File: src/rtl/pipeline_control_pkg.sv
// Shared definitions for the pipeline hazard/branch controller: state
// encoding, the zero-register index and the default register-address width.
package pipeline_control_pkg;

    localparam int REG_W = 5;
    localparam int XZR   = 31;

    typedef enum logic [1:0] {
        ST_RUN     = 2'd0,
        ST_STALL   = 2'd1,
        ST_FLUSH   = 2'd2,
        ST_ILLEGAL = 2'd3
    } ctrl_state_e;

endpackage

File: src/rtl/pipeline_control_hazard_detect.sv
// Load-use / RAW hazard detection against the EX and MEM destinations.
// WB is not compared: the register file writes before it reads.
module hazard_detect
    import pipeline_control_pkg::*;
#(
    parameter int W = 5
) (
    input  logic         id_valid,
    input  logic [W-1:0] id_rn,
    input  logic [W-1:0] id_rm,
    input  logic         ex_regwrite,
    input  logic [W-1:0] ex_rd,
    input  logic         mem_regwrite,
    input  logic [W-1:0] mem_rd,
    output logic         hazard
);

    localparam logic [W-1:0] XZR_ADDR = W'(XZR);

    logic ex_hit;
    logic mem_hit;

    always_comb begin
        ex_hit  = ex_regwrite && (ex_rd != XZR_ADDR)
                  && ((ex_rd == id_rn) || (ex_rd == id_rm));
        mem_hit = mem_regwrite && (mem_rd != XZR_ADDR)
                  && ((mem_rd == id_rn) || (mem_rd == id_rm));
        hazard  = id_valid && (ex_hit || mem_hit);
    end

endmodule

File: src/rtl/pipeline_control.sv
// Pipeline stall/flush controller: RUN/STALL/FLUSH FSM with zero-latency
// combinational control outputs and saturating stall/flush counters.
//
// state    | meaning
// ST_RUN   | normal flow
// ST_STALL | bubble inserted last cycle, hazard still being re-evaluated
// ST_FLUSH | one cycle after a taken branch; branch input ignored
module pipeline_control
#(
    parameter int REG_W = pipeline_control_pkg::REG_W,
    parameter int CNT_W = 16
) (
    input  logic             clock,
    input  logic             reset,
    input  logic             id_valid,
    input  logic [REG_W-1:0] id_rn,
    input  logic [REG_W-1:0] id_rm,
    input  logic             ex_regwrite,
    input  logic [REG_W-1:0] ex_rd,
    input  logic             mem_regwrite,
    input  logic [REG_W-1:0] mem_rd,
    input  logic             mem_branch_taken,
    output logic             pc_write,
    output logic             pr1_write,
    output logic             pr2_bubble,
    output logic             flush,
    output logic             pcsrc_sel,
    output logic [1:0]       ctrl_state,
    output logic [CNT_W-1:0] stall_count,
    output logic [CNT_W-1:0] flush_count
);

    import pipeline_control_pkg::*;

    ctrl_state_e      state_q, state_d;
    logic [CNT_W-1:0] stall_count_q, stall_count_d;
    logic [CNT_W-1:0] flush_count_q, flush_count_d;
    logic             hazard;
    logic             branch_act;

    hazard_detect #(.W(REG_W)) u_hazard_detect (
        .id_valid     (id_valid),
        .id_rn        (id_rn),
        .id_rm        (id_rm),
        .ex_regwrite  (ex_regwrite),
        .ex_rd        (ex_rd),
        .mem_regwrite (mem_regwrite),
        .mem_rd       (mem_rd),
        .hazard       (hazard)
    );

    // The branch in MEM during FLUSH is the one already taken; ignore it.
    assign branch_act = mem_branch_taken && (state_q != ST_FLUSH);

    always_ff @(posedge clock) begin
        if (reset) begin
            state_q       <= ST_RUN;
            stall_count_q <= '0;
            flush_count_q <= '0;
        end else begin
            state_q       <= state_d;
            stall_count_q <= stall_count_d;
            flush_count_q <= flush_count_d;
        end
    end

    always_comb begin
        state_d = ST_RUN;
        case (state_q)
            ST_RUN, ST_STALL: begin
                if (branch_act)  state_d = ST_FLUSH;
                else if (hazard) state_d = ST_STALL;
                else             state_d = ST_RUN;
            end
            ST_FLUSH: state_d = hazard ? ST_STALL : ST_RUN;
            default:  state_d = ST_RUN;
        endcase
    end

    always_comb begin
        pc_write   = 1'b1;
        pr1_write  = 1'b1;
        pr2_bubble = 1'b0;
        flush      = 1'b0;
        pcsrc_sel  = 1'b0;
        if (reset) begin
            pc_write  = 1'b0;
            pr1_write = 1'b0;
            flush     = 1'b1;
        end else if (branch_act) begin
            flush     = 1'b1;
            pcsrc_sel = 1'b1;
        end else if (hazard) begin
            pc_write   = 1'b0;
            pr1_write  = 1'b0;
            pr2_bubble = 1'b1;
        end
    end

    always_comb begin
        stall_count_d = stall_count_q;
        flush_count_d = flush_count_q;
        if (pr2_bubble && (stall_count_q != {CNT_W{1'b1}}))
            stall_count_d = stall_count_q + CNT_W'(1);
        if (flush && !reset && (flush_count_q != {CNT_W{1'b1}}))
            flush_count_d = flush_count_q + CNT_W'(1);
    end

    assign ctrl_state  = state_q;
    assign stall_count = stall_count_q;
    assign flush_count = flush_count_q;

endmodule
File: config.mk
export PLATFORM = sky130hd
export DESIGN_NAME = pipeline_control
export DESIGN_NICKNAME = d
export VERILOG_FILES = /design/src/rtl/pipeline_control_pkg.sv /design/src/rtl/pipeline_control_hazard_detect.sv /design/src/rtl/pipeline_control.sv
export SDC_FILE = /design/constraint.sdc
export NUM_CORES = 1
export LEC_CHECK = 0
export ABC_AREA = 1
export BUFFER_PORTS_ARGS = -buffer_cell sky130_fd_sc_hd__buf_2
export CORE_ASPECT_RATIO = 2
export CORE_UTILIZATION = 39
export DETAILED_ROUTE_END_ITERATION = 12
export MAX_ROUTING_LAYER = met4
export PLACE_DENSITY = 0.59
export SLEW_MARGIN = 20
export SYNTH_ARGS = -nofsm -noshare
export SYNTH_HDL_FRONTEND = slang
export SYNTH_HIERARCHICAL = 1
export SYNTH_SLANG_ARGS = --single-unit
File: constraint.sdc
create_clock -name clock -period 2 [get_ports clock]
set_input_delay 0.1 -clock clock [delete_from_list [all_inputs] [get_ports clock]]
set_output_delay 0.1 -clock clock [all_outputs]
set_load 0.03 [all_outputs]
==> results of run 1 <==
## cells by family (layout without fill, tap and decap cells)
| logic type | Yosys count | after routing |
|---|---|---|
| AOI/OAI and AO/OA | 36 | 36 |
| adders and majority gates | 2 | 2 |
| buffers and inverters | 53 | 123 |
| xor gates and xnor gates | 9 | 9 |
| and+or+nand+nor | 253 | 253 |
| DFF | 34 | 34 |
## cell usage after synthesis, drive strengths merged
master | instances | area (um^2)
a21oi | 22 | 113.9
a31oi | 1 | 6.260
and2 | 1 | 6.260
buf | 5 | 48.79
clkbuf | 2 | 17.51
dfxtp | 34 | 680.7
ha | 2 | 25.02
inv | 46 | 172.7
nand2 | 129 | 499.2
nand3 | 28 | 155.2
nand3b | 1 | 7.510
nand4 | 9 | 56.30
nor2 | 80 | 357.8
nor3 | 4 | 20.02
nor3b | 1 | 7.510
o21a | 2 | 15.01
o21ai | 11 | 58.81
xnor2 | 5 | 43.79
xor2 | 4 | 35.03
## through the flow
stage | total power (W) | util [%] | worst slack (ns) | hold WS (ns) | std cells
2_1_floorplan | 0.0008192 | - | 0.3233 | 0.1691 | 387
3_3_place_gp | 0.0008876 | 47.21 | 0.1501 | 0.3762 | 510
3_5_place_dp | 0.0008893 | 47.21 | 0.1291 | 0.3713 | 510
4_1_cts | 0.001685 | 49.79 | 0.2856 | 0.07435 | 518
5_1_grt | 0.001727 | 49.79 | 0.1439 | 0.09097 | 518
6_report | 0.001653 | 49.79 | 0.2892 | 0.06983 | 518
## worst max-delay path, cell delays in order
cell     delay, ns
buf_2         0.14
inv_2         0.04
nand2_1       0.05
nand2_1       0.05
nor2_1        0.13
nand3_1       0.09
nand2_1       0.07
nand2_1       0.06
a21oi_2       0.16
nand2_1       0.07
inv_1         0.08
nand2_1       0.14
inv_1         0.21
buf_2         0.24
## routing by layer
layer	up-vias	share of wire, %
met4	0	2.5
met2	54	59
li1	1348	-
met5	-	0
met3	10	3.1
met1	1117	35
## cell usage in the layout (no fill, tap or decap), types with 6 or more instances in the layout
| cell type | n |
|---|---|
| nor2_1 | 67 |
| nand4_1 | 9 |
| nand3_1 | 25 |
| nor2_2 | 8 |
| nand2_2 | 6 |
| nand2_1 | 123 |
| o21ai_0 | 10 |
| dfxtp_1 | 34 |
| a21oi_1 | 21 |
| buf_2 | 64 |
| inv_1 | 43 |
## final timing paths
path,slack [ns],to,from
min reg2reg,0.46,ctrl_state[1],ctrl_state[1]
max,0.29,pr2_bubble,mem_rd[2]
min,0.07,stall_count[8],reset
max reg2reg,0.32,stall_count[0],stall_count[0]
## registers in the layout, summed over array words and instances, names as in the netlist
register     flops
flush_count     16
stall_count     16
ctrl_state       2
## where the power goes
group	internal, W	leakage, nW	switching [W]	total, W
Clock	0.000493	0.0739	0.000288	0.000781
Combinational	0.0000660	1.07	0.000117	0.000183
Sequential	0.000683	0.274	0.00000566	0.000689
Total	0.00124	1.42	0.000411	0.00165
## area by class of cell
type                       instances  area, um^2
fill                             634        2867
multi-input combinational        300        1408
sequential                        34       680.7
timing repair buffer              69       357.8
inverter                          46       172.7
clock buffer                       7       142.6
tap                               61       76.32
clock inverter                     1       5.005
==> impl_metrics.ini, run 1 <==
[synthesis]
ys_seq_area_share_pct = 29.25
yosys.area_share.simple_pct = 47.69
synth_top_family_by_area = simple AND/OR/NAND/NOR gates
synth_mux_area_share_pct = 0
synth_area_um2 = 2327
synthAdderAreaFrac_pct = 1.075
yosysWarnings = 6
synth_xor_area_share_pct = 3.387
syn_nets = 415
syn_inst = 387
synth_compound_area_share_pct = 8.333
synth_cell_type_count = 28
syn_avg_cell_area_um2 = 6.014
synth_seq_cells = 34

[clock_network]
cts_tree = done
numClockSinks = 34
path_clk_slew_ns = 0.05
clock_latency_ns = 0.28
clk_path_buf_depth = 2
ctsRootBufferMaster = clkbuf_16
htreeDepth = 2
cts_buffers = 5
cts_hold_buf = 0
post_cts_buffers = 0
post_cts_resized = 0

[global_route]
grtUsageMet1_pct = 19.02
grt.busiest_layer = met2
antenna_found_initial = 0
overflow = 0
grt_pass1_vias = 2388
track_usage_pct = 21.52
grt_pass1_wl_um = 10380
grt_max_degree = 21
met2_usage_pct = 42.59
met3_usage_pct = 3.267

[floorplan]
die_w_um = 56.62
initial_utilization_pct = 40.76
die_y_um = 111.2
design.core.area_um2 = 5709
ios = 65
dieArea_um2 = 6299
rows = 39

[timing]
worst_pin_slew_ns = 0.3626
fmax_mhz = 584.5
timing_hold_violations_final = 0
slew_headroom_pct = 75.74
drv_slew = 0
setup_viol = 0
period_minus_slack_ns = 1.711
finClkSkew_ns = 0.002651
setup-tns-final_ns = 0
rsz0062_at_grt = no
period_share_pct = 85.54

[critical_path]
r2r_cells = 8
crit_path_end_kind = output port
cp-start-kind = input port
worstPathArrival_ns = 1.61
worst-setup-path-type = input port to output port
cp.required_ns = 1.90
critPathMaxFanout = 5

[power]
powerDensity_nw_per_um2 = 581.6
leakagePower_nw = 1.416
peakVddDrop_mv = 0.7316

[min_path]
holdPathStages = 2
hold_path_class = input port to flip-flop

[run_status]
status = completed

[finish]
stdcell_area_um2 = 2843
drive_above_1_share_pct = 22.54
syn_to_final_growth_pct = 22.15
nets = 484
n_antenna_cell = 0

[routing]
num_vias = 2529
antenna_left = 0
drt-total-wl_um = 6234
wl_per_cell_um = 12.03
drtPass1Iterations = 4
drc = 0
routed_via_density = 4.882
drt-initial-drc-count = 98

[placement]
hpwl_um = 5077
finalWeightedCongestion = 0.8373
io_buffers = 64
placed_area_um2 = 2695

[job]
drv_cap = 0
(Power assumes the default switching activity.)
==> run 2: changes to the inputs <==
Settings changed: PLACE_DENSITY 0.59 to default.
Clock period 2 ns to 1.8 ns, I/O delays scaled along.
==> run 2 against run 1 <==
Net effect:
- critical path depth fell by 9
- first-iteration DRC count fell by 23%
- clock power rose by 25%
- sequential power rose by 11%
- via count rose by 2.4%
- utilization rose by 0.75 points
- sequential share of layout area fell by 0.35 points
- worst setup slack got worse by 0.12 ns
- die area did not move
- global-route usage rose by 0.32 points
- combinational power rose by 14%
==> impl_metrics.ini, run 2 (synthesis gave the netlist of run 1 again) <==
[run_status]
status = completed

[power]
leakagePower_nw = 1.429
switching_share_pct = 23.82
p_comb_share_pct = 10.7
p_sw_w = 0.0004652
p_int_w = 0.001488
powerDensity_nw_per_um2 = 677.0
p_total_w = 0.001953
clkPwrFrac_pct = 50.2
p_seq_share_pct = 39.2
peakVddDrop_mv = 0.9624

[routing]
drt-initial-drc-count = 75
num_vias = 2590
routed_via_density = 4.981
wl_met2_um = 3478
highest_layer = met4
drtPass1Iterations = 4
drt-total-wl_um = 6265
wl_per_cell_um = 12.05
drc = 0
antenna_left = 0
wl_met1_um = 2260
wl_met3_um = 237

[clock_network]
cts_buffers = 5
ctsRootBufferMaster = clkbuf_16
path_clk_slew_ns = 0.06
post_cts_resized = 0
numClockSinks = 34
clk_path_buf_depth = 2
cts_hold_buf = 0
post_cts_buffers = 0
cts_tree = done
clock_latency_ns = 0.28
htreeDepth = 2

[floorplan]
ios = 65
rows = 39
die_w_um = 56.62
initial_utilization_pct = 40.76
die_y_um = 111.2
dieArea_um2 = 6299
design.core.area_um2 = 5709

[timing]
setup_viol = 0
fmax_mhz = 614.8
setup-tns-final_ns = 0
period_share_pct = 90.36
slew_headroom_pct = 74.81
drv_slew = 0
timing_hold_violations_final = 0
period_minus_slack_ns = 1.626
rsz0062_at_grt = no
finClkSkew_ns = 0.006868
whs_ns = 0.07509
worst_pin_slew_ns = 0.3764

[finish]
syn_to_final_growth_pct = 23.98
nets = 486
num-fill-cells = 633
final_util_pct = 50.54
drive_above_1_share_pct = 23.09
final_common_cell = nand2_1
most-common-layout-cells = nand2_1 (122), nor2_1 (67), buf_2 (64)
stdcell_area_um2 = 2885
n_antenna_cell = 0
seqCellArea_um2 = 680.7
multi_input_area_um2 = 1420

[placement]
hpwl_um = 5034
io_buffers = 64
finalWeightedCongestion = 0.8923
placed_area_um2 = 2710

[critical_path]
regToRegStartpoint = stall_count[0]
worstPathArrival_ns = 1.54
crit_path_end_kind = output port
worst-setup-path-type = flip-flop to output port
critPathMaxFanout = 6
setup.worst_path.start = ctrl_state[0]
cp-start-kind = flip-flop
cp.required_ns = 1.71

[min_path]
hp-start = reset
hold_path_class = input port to flip-flop

[global_route]
track_usage_pct = 21.85
grt_max_degree = 26
overflow = 0
grt_pass1_vias = 2574
antenna_found_initial = 0
grt_pass1_wl_um = 10630

[job]
drv_cap = 0
run 2: cell type report:
cell class,count,area share [%]
inverters,46,5.984
flip-flops and latches,34,23.59
well taps,61,2.645
clock buffers,7,4.597
multi-input cells,300,49.22
repair buffers,71,12.92
clock inverters,1,1.041
run 2: path summary, 6_finish.rpt:
check	end	slack, ns	cells after the start
hold / removal	stall_count[8]	0.08	2
setup / recovery	pc_write	0.17	5
setup reg to reg	stall_count[1]	0.18	8
hold reg to reg	ctrl_state[0]	0.46	1
run 2: per-stage QoR:
stage | instances | worst slack (ns)
2_1_floorplan | 387 | 0.1233
3_5_place_dp | 512 | 0.01380
3_3_place_gp | 512 | 0.02931
4_1_cts | 520 | 0.08295
6_report | 520 | 0.1736
5_1_grt | 520 | 0.004000
run 2: per-layer routing:
layer,up-vias,global-route usage (%)
met2,72,40.31
met5,-,-
met4,0,15.12
li1,1350,-
met3,20,3.967
met1,1148,18.90
run 2: power by group through the flow:
| stage | combinational (W) | clock (W) | sequential [W] |
|---|---|---|---|
| after detailed placement | 0.000208 | 0 | 0.000781 |
| after global placement | 0.000207 | 0 | 0.000782 |
| after CTS | 0.000209 | 0.00100 | 0.000765 |
| final | 0.000208 | 0.000980 | 0.000765 |
| after global routing | 0.000232 | 0.00102 | 0.000766 |
| after floorplan | 0.000118 | 0 | 0.000792 |
run 2: critical path, stage by stage, from the launching register on:
cell     delay, ns
dfxtp_1       0.35
inv_1         0.04
nand2_1       0.11
nand3_1       0.25
o21ai_0       0.24
buf_2         0.27
==> run 3: changes to the inputs <==
Settings changed: SYNTH_HIERARCHICAL 1 to default.
==> run 3 against run 2 <==
Net effect:
- hold slack improved by 0.048 ns
- total power decreased by 13%
- clock skew decreased by 0.0027 ns
- utilization increased by 2.4 points
- clock power decreased by 25%
- largest cell class unchanged
==> impl_metrics.ini, run 3 <==
[run_status]
status = completed

[placement]
placed_area_um2 = 2710
io_buffers = 64
hpwl_um = 4892
finalWeightedCongestion = 0.8898
pre_cts_slack_ns = -0.1518

[global_route]
track_usage_pct = 21.46
grt_max_degree = 22
grt_pass1_vias = 2372
overflow = 0
antenna_found_initial = 0
grt_pass1_wl_um = 9936

[synthesis]
synth_ff_type = dfxtp_1
ys_seq_area_share_pct = 30.60
yosys-top-cells-area = dfxtp_1 (31%), nand2_1 (17%), inv_1 (7.1%)
yosysMostFrequentCell = nand2_1
syn_inst = 348
synth_edf_count = 0
syn_nets = 376
synth_top_area_share_pct = 30.60
synth_area_um2 = 2225
synth_cell_type_count = 28
synth-async-reset-ratio_pct = 0
synth_seq_cells = 34
yosysWarnings = 0
syn_avg_cell_area_um2 = 6.393
yosys.area.top_type = dfxtp_1
synth_top_cells_by_count = nand2_1 (102), inv_1 (42), nor2_1 (35)

[clock_network]
cts_hold_buf = 0
cts_buffers = 5
clk_path_buf_depth = 2
clock_latency_ns = 0.29
path_clk_slew_ns = 0.07
ctsRootBufferMaster = clkbuf_8
numClockSinks = 34
htreeDepth = 2
cts_tree = done

[critical_path]
crit_path_end_kind = flip-flop
slowest_stage = dfxtp_4
worstPathArrival_ns = 1.85
critPathMaxFanout = 5
max_stage_delay_ns = 0.36
crit_chain = ha_2, nand2_2, inv_2, nand2_1, nor2_1, nand3_1, nand4_1, buf_4, nor2_1, a21oi_1, o21a_1
crit_top_cell = nor2_1
cp.required_ns = 1.98
cp-start-kind = flip-flop
worst-setup-path-type = flip-flop to flip-flop
crit_family = simple AND/OR/NAND/NOR gates
path_buf_inv = 2

[job]
drv_cap = 0

[timing]
worst_pin_slew_ns = 0.5214
fmax_mhz = 600.0
slew_headroom_pct = 64.97
finClkSkew_ns = 0.004213
period_share_pct = 92.59
rsz0062_at_grt = no
setup_viol = 0
layout_setup_ws_ns = 0.1335
period_minus_slack_ns = 1.667
timing_hold_violations_final = 0
drv_slew = 0
setup-tns-final_ns = 0

[finish]
stdcell_area_um2 = 2897
most-common-layout-cells = nand2_1 (99), buf_2 (64), inv_1 (40)
final_common_cell = nand2_1
syn_to_final_growth_pct = 30.20
final_util_pct = 52.97
drive_above_1_share_pct = 31.86
n_antenna_cell = 0
nets = 458

[power]
peakVddDrop_mv = 0.4648
p_sw_w = 0.0004319
p_seq_share_pct = 44.7
leakagePower_nw = 1.379
p_comb_share_pct = 12.5
p_total_w = 0.001707
switching_share_pct = 25.30
clkPwrFrac_pct = 42.8
powerDensity_nw_per_um2 = 589.5
p_int_w = 0.001276

[routing]
wl_per_cell_um = 12.43
antenna_left = 0
num_vias = 2440
drtPass1Iterations = 5
drc = 0
routed_via_density = 4.980
drt-total-wl_um = 6092
drt-initial-drc-count = 65

[floorplan]
rows = 38
die_y_um = 108.8
design.core.area_um2 = 5468
dieArea_um2 = 6029
die_w_um = 55.41
initial_utilization_pct = 40.69
ios = 65

[min_path]
hold_path_class = input port to flip-flop
[run 3: layer usage]
metal	up-vias	part of all wire, %	GRT usage, %
met5	-	0	-
met4	0	2.5	8.929
met3	12	2.9	2.728
met2	58	57	44.15
met1	1109	38	18.86
li1	1261	-	-
[run 3: path summary, 6_finish.rpt]
check / startpoint / endpoint / slack (ns) / depth (start not counted)
max: flush_count[0] / flush_count[7] / 0.13 / 11
min reg2reg: flush_count[15] / flush_count[15] / 0.46 / 2
max reg2reg: flush_count[0] / flush_count[7] / 0.13 / 11
min: id_valid / ctrl_state[0] / 0.12 / 3
[run 3: power groups by stage]
stage,registers [W],logic (W),clock network [W]
floorplan,0.000792,0.000119,0
global placement,0.000781,0.000205,0
detailed placement,0.000781,0.000206,0
CTS,0.000764,0.000212,0.000746
global route,0.000764,0.000238,0.000766
finish,0.000763,0.000213,0.000731
[run 3: area by class of cell]
class	instances	area (um^2)
clock buffer	6	82.58
inverter	52	197.7
timing repair buffer	82	467.9
clock inverter	1	30.03
fill	566	2571
sequential	34	686.9
multi-input combinational	255	1356
tap	60	75.07
[run 3: logic make-up (layout without fill, tap and decap cells)]
family	Yosys count	count (layout)	share of synthesized area, %
flops	34	34	30.60
simple gates	191	191	37.96
fa+ha+maj	2	2	1.125
buf+inv	59	141	10.63
compound gates	43	43	12.20
xor+xnor	19	19	7.480
[run 3: metrics by stage]
step | cells | hold slack, ns
floorplan | 348 | 0.2409
global placement | 481 | 0.4096
detailed placement | 481 | 0.4142
CTS | 489 | 0.1165
global route | 490 | 0.1384
finish | 490 | 0.1228
[run 3: what timing repair did]
item                       4_1_cts  5_1_grt
resized for setup                5       10
pin swaps                        1        1
setup endpoints to repair       19        8
buffers inserted                 1        1
[run 3: worst reg2reg max path, stage by stage, from the launching register on]
cell and delay [ns]:
dfxtp_4 0.36, ha_2 0.19, nand2_2 0.09, inv_2 0.05, nand2_1 0.05, nor2_1 0.05, nand3_1 0.09, nand4_1 0.16
buf_4 0.20, nor2_1 0.14, a21oi_1 0.08, o21a_1 0.10
